## config.mk

```make
export PLATFORM = sky130hd
export DESIGN_NAME = qnigma_math_chacha20_xor
export DESIGN_NICKNAME = d
export VERILOG_FILES = /design/src/rtl/qnigma_math_chacha20_xor.sv
export SDC_FILE = /design/constraint.sdc
export NUM_CORES = 1
export LEC_CHECK = 0
export ABC_AREA = 1
export BUFFER_PORTS_ARGS = -buffer_cell sky130_fd_sc_hd__buf_2
export CAP_MARGIN = 20
export CORE_MARGIN = 2
export CORE_UTILIZATION = 51
export CTS_BUF_LIST = sky130_fd_sc_hd__clkbuf_16
export CTS_CLUSTER_SIZE = 14
export DETAILED_ROUTE_END_ITERATION = 16
export PLACE_DENSITY_LB_ADDON = 0.3
export SKIP_LAST_GASP = 1
export SLEW_MARGIN = 25
export SYNTH_ARGS = -nofsm -noshare
export SYNTH_HDL_FRONTEND = slang
export SYNTH_SLANG_ARGS = --single-unit
```

## constraint.sdc

```tcl
create_clock -name clk -period 1.3 [get_ports clk]
set_input_delay 0.195 -clock clk [delete_from_list [all_inputs] [get_ports clk]]
set_output_delay 0.195 -clock clk [all_outputs]
set_load 0.005 [all_outputs]
```

## src/rtl/qnigma_math_chacha20_xor.sv

```systemverilog
// ChaCha20 keystream XOR stage.
// Pulls keystream words from a buffer one at a time and XORs them byte by byte,
// least significant byte first, onto a byte stream. Each output byte appears
// one cycle after it is accepted.
// Build option: QNIGMA_CHACHA20_XOR_BLK_ALIGN_EN. When it is defined, every
// message starts on a fresh keystream block. The rest of the block after the
// last byte of a message is read from the buffer and dropped.
//
// state | meaning
// EMPTY | no keystream word held; request one when the buffer has data
// WAIT  | read in flight; kst_str is valid this cycle and gets captured
// FULL  | word held; XOR incoming bytes with it
// DISC  | (align build only) read and drop words until the block wraps

package qnigma_chacha20_pkg;
  localparam int KST_RAM_WIDTH = 32;
endpackage

module qnigma_math_chacha20_xor
  import qnigma_chacha20_pkg::*;
#(
  parameter int KST_W    = KST_RAM_WIDTH,
  parameter int BLK_WRDS = 512 / KST_W
) (
  input  logic             clk,
  input  logic             rst,
  input  logic             kst_rdy,
  output logic             kst_read,
  input  logic [KST_W-1:0] kst_str,
  input  logic             in_val,
  input  logic [7:0]       in_dat,
  input  logic             in_lst,
  output logic             in_rdy,
  output logic             out_val,
  output logic [7:0]       out_dat,
  output logic             out_lst,
  input  logic             out_rdy
);

  localparam int BYTES = KST_W / 8;
  localparam int BI_W  = (BYTES > 1) ? $clog2(BYTES) : 1;
  localparam int WI_W  = (BLK_WRDS > 1) ? $clog2(BLK_WRDS) : 1;
  localparam logic [BI_W-1:0] BI_LAST = BI_W'(BYTES - 1);
  localparam logic [WI_W-1:0] WI_LAST = WI_W'(BLK_WRDS - 1);

`ifdef QNIGMA_CHACHA20_XOR_BLK_ALIGN_EN
  typedef enum logic [1:0] {EMPTY, WAIT, FULL, DISC} state_t;
`else
  typedef enum logic [1:0] {EMPTY, WAIT, FULL} state_t;
`endif

  state_t           state, state_nxt;
  logic [KST_W-1:0] kw;
  logic [BI_W-1:0]  byte_idx;
  logic [WI_W-1:0]  wrd_idx, wrd_idx_inc;
  logic [7:0]       kw_byte;
  logic             accept;
  logic             wrd_done;
`ifdef QNIGMA_CHACHA20_XOR_BLK_ALIGN_EN
  // Set in the cycle after a discard read, so that DISC reads at most every other cycle.
  logic             disc_ph;
`endif

  assign accept      = in_val && in_rdy;
  assign kw_byte     = kw[{byte_idx, 3'b000} +: 8];
  assign wrd_idx_inc = (wrd_idx == WI_LAST) ? '0 : wrd_idx + WI_W'(1);
`ifdef QNIGMA_CHACHA20_XOR_BLK_ALIGN_EN
  assign wrd_done    = accept && ((byte_idx == BI_LAST) || in_lst);
`else
  assign wrd_done    = accept && (byte_idx == BI_LAST);
`endif

  // State register
  always_ff @(posedge clk) begin
    if (rst) state <= EMPTY;
    else     state <= state_nxt;
  end

  // Next-state logic
  always_comb begin
    state_nxt = state;
    case (state)
      EMPTY: if (kst_rdy) state_nxt = WAIT;
      WAIT:  state_nxt = FULL;
      FULL: begin
        if (accept) begin
`ifdef QNIGMA_CHACHA20_XOR_BLK_ALIGN_EN
          if (in_lst) state_nxt = (wrd_idx_inc != '0) ? DISC : EMPTY;
          else
`endif
          if (byte_idx == BI_LAST) state_nxt = EMPTY;
        end
      end
`ifdef QNIGMA_CHACHA20_XOR_BLK_ALIGN_EN
      DISC: if (kst_read && (wrd_idx == WI_LAST)) state_nxt = EMPTY;
`endif
      default: state_nxt = EMPTY;
    endcase
  end

  // Handshake outputs; held low while rst is asserted, so no read or accept can start during reset
  always_comb begin
    kst_read = 1'b0;
    in_rdy   = 1'b0;
    if (!rst) begin
      case (state)
        EMPTY: kst_read = kst_rdy;
        FULL:  in_rdy   = !out_val || out_rdy;
`ifdef QNIGMA_CHACHA20_XOR_BLK_ALIGN_EN
        DISC:  kst_read = kst_rdy && !disc_ph;
`endif
        default: ;
      endcase
    end
  end

  // Datapath: keystream word capture, byte XOR, output register, word/block counters
  always_ff @(posedge clk) begin
    if (rst) begin
      out_val  <= 1'b0;
      out_dat  <= '0;
      out_lst  <= 1'b0;
      kw       <= '0;
      byte_idx <= '0;
      wrd_idx  <= '0;
`ifdef QNIGMA_CHACHA20_XOR_BLK_ALIGN_EN
      disc_ph  <= 1'b0;
`endif
    end else begin
      if (accept) begin
        out_val  <= 1'b1;
        out_dat  <= in_dat ^ kw_byte;
        out_lst  <= in_lst;
        byte_idx <= byte_idx + BI_W'(1);
      end else if (out_rdy) begin
        out_val  <= 1'b0;
      end
      if (state == WAIT) begin
        kw       <= kst_str;
        byte_idx <= '0;
      end
      if (wrd_done) wrd_idx <= wrd_idx_inc;
`ifdef QNIGMA_CHACHA20_XOR_BLK_ALIGN_EN
      disc_ph <= (state == DISC) && kst_read;
      if ((state == DISC) && kst_read) wrd_idx <= wrd_idx_inc;
`endif
    end
  end

endmodule

```

==> results.sh, run 1 <==
export IMPL_die_height_microns=67.68
export IMPL_rsz0062_at_grt="true"
export IMPL_drv_cap=0
export IMPL_cp_max_fo=3
export IMPL_drv_slew=0
export IMPL_netlist_area_sq_mm=0.002068
export IMPL_synth_nets=358
export IMPL_drive_above_1_share_pct=22.34
export IMPL_tightest_slew_ns=0.3524
export IMPL_cts_max_level=2
export IMPL_slowest_delay_ns=0.34
export IMPL_yosys_area_top_type_share_pct=44.53
export IMPL_drt_pass1_iter_count=4
export IMPL_viasPerCell=4.935
export IMPL_area_growth_syn_to_layout_pct=22.81
export IMPL_setup_tns_ns=0
export IMPL_r2r_cells=8
export IMPL_synth_common_cells="nand2_1 (81), nor2_1 (64), dfxtp_1 (46)"
export IMPL_num_antenna_cells=0
export IMPL_routed_wl_microns=4958
export IMPL_post_cts_buffers=0
export IMPL_dieArea_sq_mm=0.004581
export IMPL_core_sq_mm=0.003943
export IMPL_ant_nets=0
export IMPL_period_share_pct=97.34
export IMPL_clk_path_buf_depth=2
export IMPL_initial_utilization_pct=52.46
export IMPL_vdd_drop_max_v=0.0009014
export IMPL_clk_latency_ns=0.28
export IMPL_cpMaxStageDelayCell="dfxtp_2"
export IMPL_fin_util_pct=64.42
export IMPL_synth_most_common_cell="nand2_1"
export IMPL_ys_seq_area_share_pct=44.53
export IMPL_numCtsBuffers=5
export IMPL_grt_first_pass_wirelength_microns=8148
export IMPL_r2r_setup_slack_ns=0.10
export IMPL_antenna_found_initial=0
export IMPL_grt_pass1_vias=1903
export IMPL_crit_arrival_ns=1.07
export IMPL_crit_buf_inv=3
export IMPL_ys_ff_latch=46
export IMPL_period_minus_slack_ns=1.265
export IMPL_cts_hold_fix_buffers=0
export IMPL_vias=2058
export IMPL_pin_count=58
export IMPL_row_count=23
export IMPL_synth_area_top_cells="dfxtp_1 (45%), nand2_1 (15%), nor2_1 (12%), nand3_1 (8.0%), o21ai_0 (6.8%)"
export IMPL_power_density_mw_per_mm2=1230
export IMPL_cts_sinks=46
export IMPL_end_kind="output pin"
export IMPL_grtUsageTotal_pct=23.84
export IMPL_clk_pin_slew_ns=0.06
export IMPL_r2r_start="state[0]"
export IMPL_fin_worst_skew_ns=0.003914
export IMPL_crit_type="register to output pin"
export IMPL_numPortBuffers=57
export IMPL_dpl_hpwl_microns=3299
export IMPL_startpoint_type="register"
export IMPL_routedWlPerCell_microns=11.89
export IMPL_worstPathCellList="inv_4 > nand2_4 > nor2_4 > nand2_1 > inv_1 > buf_2"
export IMPL_grt_ovfl_total=0
export IMPL_setup_viol=0
export IMPL_crit_end="in_rdy"
export IMPL_root_buffer="clkbuf_16"
export IMPL_worst_path_stages=6
export IMPL_avgSynthCellArea_sq_um=6.650
export IMPL_drc_errors=0
export IMPL_tritoncts="done"
export IMPL_hp_class="primary input to register"
export IMPL_num_nets_final=413
export IMPL_ys_warn_count=0
export IMPL_design_power_total_mw=3.123
export IMPL_synth_distinct_cells=19
export IMPL_hold_violations=0
export IMPL_synth_flop_cell="dfxtp_1"
export IMPL_synth_edf_count=0
export IMPL_gp_congestion=0.8784
export IMPL_die_width_microns=67.68
export IMPL_max_slew_margin_pct=76.51
export IMPL_crit_path_start="state[0]"
export IMPL_cp_top_family="flip-flops"
export IMPL_critPathRequiredTime_ns=1.11
export IMPL_syn_instance_count=311
export IMPL_r2r_end="out_dat[6]"
export IMPL_power_leakage_nw=1.331
export IMPL_fmax_ghz=0.7903
export IMPL_synthArstFlopShare_pct=0
export IMPL_status="completed"
export IMPL_grt_max_degree=35
export IMPL_drt_initial_drc_count=181
export IMPL_yosys_area_top_type="dfxtp_1"
cell families after synthesis:
| logic type | synth area share [%] |
|---|---|
| fa+ha+maj | 0.6049 |
| simple gates | 37.57 |
| flops | 44.52 |
| compound gates | 8.711 |
| buf+inv | 8.590 |
repair_timing:
item / 4_1_cts / 5_1_grt
pin swaps: 0 / 1
gates resized for setup: 2 / 8
hold endpoints to repair: 0 / 0
setup endpoints to repair: 2 / 9
how the worst min path moves through the flow:
stage,start,end,cells past startpoint
2_1_floorplan,rst,state[1],1
3_3_place_gp,in_lst,out_lst,3
3_5_place_dp,in_lst,out_lst,3
4_1_cts,in_lst,out_lst,3
5_1_grt,in_lst,out_lst,3
6_report,in_lst,out_lst,3
metrics by stage:
stage                     area [sq um]  hold slack, ns  instances  setup WS (ns)
final                             2540          0.1082        417        0.03459
after global routing              2540          0.1403        417       -0.03532
after CTS                         2524          0.1075        417        0.02597
after detailed placement          2385          0.4027        409        0.04037
after global placement            2385          0.3997        409         0.1120
after floorplan                   2068          0.2641        311         0.1468
routing by layer:
layer | vias to the layer above | routed length (microns) | part of all wire [%] | global-route usage [%]
met5 | - | 0 | 0 | 0
met4 | 0 | 57 | 1.1 | 7.653
met3 | 7 | 326 | 6.6 | 5.500
met2 | 62 | 2351 | 47 | 40.81
met1 | 903 | 2223 | 45 | 29.44
li1 | 1086 | - | - | -
layout by cell type (no fill, tap or decap), types with 5 or more instances in the layout:
cell type	count
buf_2	57
buf_4	7
clkbuf_16	5
dfxtp_1	44
inv_1	22
nand2_1	81
nand3_1	33
nor2_1	64
o21ai_0	28
o21ai_1	5
power breakdown:
group	switching, mW	internal, mW
combinational	0.212	0.156
sequential	0.0506	1.51
clock	0.503	0.695
total	0.766	2.36
flip-flops by register name (all words and copies together), names as in the netlist:
signal and cells:
out_lst 1, state 2, out_val 1, out_dat 8, kw 32, byte_idx 2
worst register-to-register path, stage by stage, from the launching register on:
cell	delay (ns)
dfxtp_2	0.34
inv_4	0.07
nand2_4	0.06
nor2_4	0.13
nand3_2	0.09
inv_2	0.20
nand3_1	0.12
nand2_1	0.07
inv_1	0.03
layout make-up:
cell class,count,area (sq um)
clock inverters,3,12.51
inverters,25,101.3
flip-flops and latches,46,925.9
repair buffers,64,337.8
fillers,383,1403
well taps,50,62.56
clock buffers,5,125.1
multi-input cells,224,974.7
No activity file was read; power rests on OpenSTA's default activity.
==> run 2: changes to the inputs <==
==> constraint.sdc (replaced) <==
create_clock -name clk -period 1.3 [get_ports clk]
set_input_delay 0.13 -clock clk [delete_from_list [all_inputs] [get_ports clk]]
set_output_delay 0.13 -clock clk [all_outputs]
set_load 0.005 [all_outputs]
==> run 2 against run 1 <==
  * Non-clock buffer count unchanged
  * Register-to-register slack better by 0.04 ns
  * Critical endpoint unchanged
  * Cell count unchanged
  * Clock power about the same
  * Cell area down 0.34%
  * Die area unchanged
  * Sequential power about the same
  * Global-route usage unchanged
  * Critical path type unchanged
  * Total power about the same
  * Routed wire length down 0.93%
  * Largest power group unchanged
==> results.sh, run 2 (synthesis gave the netlist of run 1 again) <==
export IMPL_status="completed"
export IMPL_routed_wl_microns=4912
export IMPL_gp_congestion=0.8784
export IMPL_slowest_delay_ns=0.33
export IMPL_cts_sinks=46
export IMPL_dpl_hpwl_microns=3299
export IMPL_largest_register="kw"
export IMPL_most_common_layout_cells="nand2_1 (81), nor2_1 (64), buf_2 (57)"
export IMPL_fin_cells=417
export IMPL_largest_register_ffs=32
export IMPL_grt_max_degree=35
export IMPL_critPathRequiredTime_ns=1.17
export IMPL_max_slew_margin_pct=76.45
export IMPL_period_share_pct=92.91
export IMPL_hp_class="primary input to register"
export IMPL_viasPerCell=4.952
export IMPL_n_fill_cell=383
export IMPL_placed_cells=409
export IMPL_top_regs="kw x32, out_dat x8"
export IMPL_startpoint_type="register"
export IMPL_grt_pass1_vias=1903
export IMPL_crit_type="register to output pin"
export IMPL_cp_max_fo=3
export IMPL_tightest_slew_ns=0.3533
export IMPL_crit_arrival_ns=1.08
export IMPL_crit_buf_inv=3
export IMPL_power_density_mw_per_mm2=1234
export IMPL_die_width_microns=67.68
export IMPL_pin_count=58
export IMPL_vdd_drop_max_v=0.0008985
export IMPL_drv_cap=0
export IMPL_row_count=23
export IMPL_fin_util_pct=64.20
export IMPL_whs_ns=0.04230
export IMPL_cts_hold_fix_buffers=0
export IMPL_grt_first_pass_wirelength_microns=8148
export IMPL_final_common_cell="nand2_1"
export IMPL_power_leakage_nw=1.327
export IMPL_worstPathCellList="inv_2 > nand2_2 > nor2_4 > nand2_1 > inv_1 > buf_2"
export IMPL_drt_initial_drc_count=168
export IMPL_fmax_ghz=0.8279
export IMPL_cts_max_level=2
export IMPL_num_nets_final=413
export IMPL_drc_errors=0
export IMPL_clk_latency_ns=0.29
export IMPL_vias=2065
export IMPL_clk_pin_slew_ns=0.06
export IMPL_antenna_found_initial=0
export IMPL_initial_utilization_pct=52.46
export IMPL_drv_slew=0
export IMPL_cpMaxStageDelayCell="dfxtp_1"
export IMPL_grt_ovfl_total=0
export IMPL_post_cts_buffers=0
export IMPL_numCtsBuffers=5
export IMPL_num_antenna_cells=0
export IMPL_hold_violations=0
export IMPL_core_sq_mm=0.003943
export IMPL_setup_viol=0
export IMPL_root_buffer="clkbuf_16"
export IMPL_design_power_total_mw=3.124
export IMPL_routedWlPerCell_microns=11.78
export IMPL_drt_pass1_iter_count=4
export IMPL_dieArea_sq_mm=0.004581
export IMPL_die_height_microns=67.68
export IMPL_clk_path_buf_depth=2
export IMPL_grtUsageTotal_pct=23.84
export IMPL_numPortBuffers=57
export IMPL_area_growth_syn_to_layout_pct=22.38
export IMPL_end_kind="output pin"
export IMPL_tritoncts="done"
export IMPL_rsz0062_at_grt="false"
export IMPL_cp_top_family="flip-flops"
export IMPL_fin_worst_skew_ns=0.005829
export IMPL_setup_tns_ns=0
export IMPL_period_minus_slack_ns=1.208
export IMPL_drive_above_1_share_pct=22.07
export IMPL_ant_nets=0
[run 2: what timing repair did]
item | 4_1_cts | 5_1_grt
setup endpoints to repair | 1 | 13
gates resized for setup | 1 | 5
endpoints found under the hold margin | 0 | 0
[run 2: worst register-to-register path, stage by stage, from the launching register on]
cell and delay [ns]:
dfxtp_1 0.33, inv_2 0.08, nand2_2 0.08, nor2_4 0.11, nand3_2 0.10, buf_4 0.20, nand2_1 0.09, a21oi_1 0.07
[run 2: layer usage]
layer | part of all wire (%) | track usage (%)
met2 | 48 | 40.81
met4 | 1.3 | 7.653
met5 | 0 | 0
met3 | 6.7 | 5.500
met1 | 44 | 29.44
[run 2: per-stage QoR]
stage               area (sq um)  setup slack [ns]
global placement            2385            0.1120
detailed placement          2385           0.04037
floorplan                   2068            0.1468
global route                2531          0.002243
CTS                         2525           0.03474
finish                      2531           0.09212
[run 2: path summary, 6_finish.rpt]
check                endpoint  slack [ns]  startpoint  depth (start not counted)
setup reg to reg  byte_idx[0]        0.14    state[0]                          7
hold reg to reg      state[0]        0.46    state[0]                          1
setup / recovery       in_rdy        0.09    state[0]                          6
hold / removal        out_lst        0.04      in_lst                          3
[run 2: power by group]
group | leakage (nW) | switching [mW] | internal (mW) | total (mW)
logic | 0.878 | 0.211 | 0.154 | 0.365
clock network | 0.0724 | 0.508 | 0.695 | 1.20
registers | 0.377 | 0.0487 | 1.51 | 1.56
total | 1.33 | 0.768 | 2.36 | 3.12
[run 2: layout make-up]
type,instances,area [sq um],share of cell area [%]
clock buffers,5,125.1,4.943
clock inverters,3,12.51,0.4943
inverters,25,101.3,4.004
multi-input cells,224,969.7,38.31
flip-flops and latches,46,922.1,36.43
well taps,50,62.56,2.472
repair buffers,64,337.8,13.35
==> run 3: changes to the inputs <==
--- a/config.mk
+++ b/config.mk
@@ -9,7 +9,7 @@
 export BUFFER_PORTS_ARGS = -buffer_cell sky130_fd_sc_hd__buf_2
 export CAP_MARGIN = 20
 export CORE_MARGIN = 2
-export CORE_UTILIZATION = 51
+export CORE_UTILIZATION = 55
 export CTS_BUF_LIST = sky130_fd_sc_hd__clkbuf_16
 export CTS_CLUSTER_SIZE = 14
 export DETAILED_ROUTE_END_ITERATION = 16
==> constraint.sdc (replaced) <==
create_clock -name clk -period 1.5 [get_ports clk]
set_input_delay 0.15 -clock clk [delete_from_list [all_inputs] [get_ports clk]]
set_output_delay 0.15 -clock clk [all_outputs]
set_load 0.005 [all_outputs]
==> run 3 against run 2 <==
  * Sequential power down 13%
  * Sequential cell count is the same
  * Register-to-register slack better by 0.11 ns
  * Hold slack better by 0.016 ns
  * Sequential share of layout area grew 0.33 points
  * Critical path type unchanged
  * Critical endpoint unchanged
  * Largest power group unchanged
  * Highest routed layer unchanged
==> results.sh, run 3 (synthesis gave the netlist of run 1 again) <==
export IMPL_status="completed"
export IMPL_vias=2067
export IMPL_setup_tns_ns=0
export IMPL_initial_utilization_pct=56.92
export IMPL_power_density_mw_per_mm2=1072
export IMPL_vdd_drop_max_v=0.0009191
export IMPL_post_cts_buffers=0
export IMPL_whs_ns=0.05854
export IMPL_largest_register_ffs=32
export IMPL_numPortBuffers=57
export IMPL_final_common_cell="nand2_1"
export IMPL_design_power_total_mw=2.685
export IMPL_die_width_microns=65.32
export IMPL_preCtsSetupSlack_ns=0.2500
export IMPL_largest_register="kw"
export IMPL_startpoint_type="register"
export IMPL_ant_nets=0
export IMPL_cts_resized_gates=0
export IMPL_die_height_microns=65.32
export IMPL_drt_initial_drc_count=151
export IMPL_clk_pin_slew_ns=0.06
export IMPL_dieArea_sq_mm=0.004267
export IMPL_fin_ws_ns=0.2210
export IMPL_viasPerCell=5.005
export IMPL_end_kind="output pin"
export IMPL_tritoncts="done"
export IMPL_fin_worst_skew_ns=0.004847
export IMPL_most_common_layout_cells="nand2_1 (81), nor2_1 (64), buf_2 (57)"
export IMPL_max_slew_margin_pct=62.16
export IMPL_row_count=22
export IMPL_grtUsageTotal_pct=25.56
export IMPL_gp_congestion=0.8166
export IMPL_critPathRequiredTime_ns=1.35
export IMPL_cts_hold_fix_buffers=0
export IMPL_pin_count=58
export IMPL_drive_above_1_share_pct=21.10
export IMPL_drc_errors=0
export IMPL_core_sq_mm=0.003633
export IMPL_drv_slew=0
export IMPL_routed_wl_microns=4794
export IMPL_cts_max_level=2
export IMPL_area_growth_syn_to_layout_pct=21.11
export IMPL_top_regs="kw x32, out_dat x8"
export IMPL_clk_path_buf_depth=2
export IMPL_cts_sinks=46
export IMPL_grt_ovfl_total=0
export IMPL_drt_pass1_iter_count=4
export IMPL_period_minus_slack_ns=1.279
export IMPL_crit_arrival_ns=1.13
export IMPL_hp_class="primary input to register"
export IMPL_tightest_slew_ns=0.5668
export IMPL_hold_violations=0
export IMPL_period_share_pct=85.27
export IMPL_fmax_ghz=0.7819
export IMPL_num_nets_final=411
export IMPL_grt_first_pass_wirelength_microns=8335
export IMPL_drv_cap=0
export IMPL_setup_viol=0
export IMPL_clk_latency_ns=0.28
export IMPL_num_antenna_cells=0
export IMPL_power_leakage_nw=1.315
export IMPL_rsz0062_at_grt="false"
export IMPL_antenna_found_initial=0
export IMPL_grt_max_degree=43
export IMPL_crit_type="register to output pin"
export IMPL_numCtsBuffers=5
export IMPL_grt_pass1_vias=1952
export IMPL_routedWlPerCell_microns=11.61
export IMPL_fin_util_pct=68.94
export IMPL_dpl_hpwl_microns=3174
export IMPL_root_buffer="clkbuf_16"
export IMPL_cp_max_fo=3
[run 3: metal layers]
layer / up-vias / GRT usage [%] / share of wire, %
li1: 1082 / - / -
met1: 911 / 30.23 / 44
met2: 67 / 44.77 / 48
met3: 7 / 6.849 / 5.7
met4: 0 / 8.333 / 1.5
met5: - / 0 / 0
[run 3: final cells by class]
cell class	instances	area [sq um]
multi-input cells	224	969.7
clock inverters	3	12.51
well taps	48	60.06
inverters	25	93.84
flip-flops and latches	46	920.9
clock buffers	5	125.1
repair buffers	62	322.8
fillers	345	1129
[run 3: stage by stage]
step	area, sq um	std cells
floorplan	2068	311
global placement	2367	405
detailed placement	2367	405
CTS	2505	413
global route	2505	413
finish	2505	413
[run 3: critical path: stages, from the launching register on]
cell and delay [ns]:
dfxtp_1 0.32, inv_1 0.12, nand2_2 0.09, nor2_4 0.11
nand2_1 0.06, inv_1 0.04, buf_2 0.09
[run 3: worst paths after layout]
path                                from         end  slack (ns)  cells past startpoint
worst max-delay path            state[0]      in_rdy        0.22                      6
worst min-delay path              in_lst     out_lst        0.06                      3
worst max register to register  state[0]  out_dat[1]        0.25                      8
worst min register to register  state[0]    state[0]        0.45                      1
[run 3: report_power, final]
part | switching (mW) | leakage, nW | internal, mW
Combinational | 0.183 | 0.867 | 0.131
Sequential | 0.0420 | 0.376 | 1.31
Clock | 0.421 | 0.0724 | 0.601
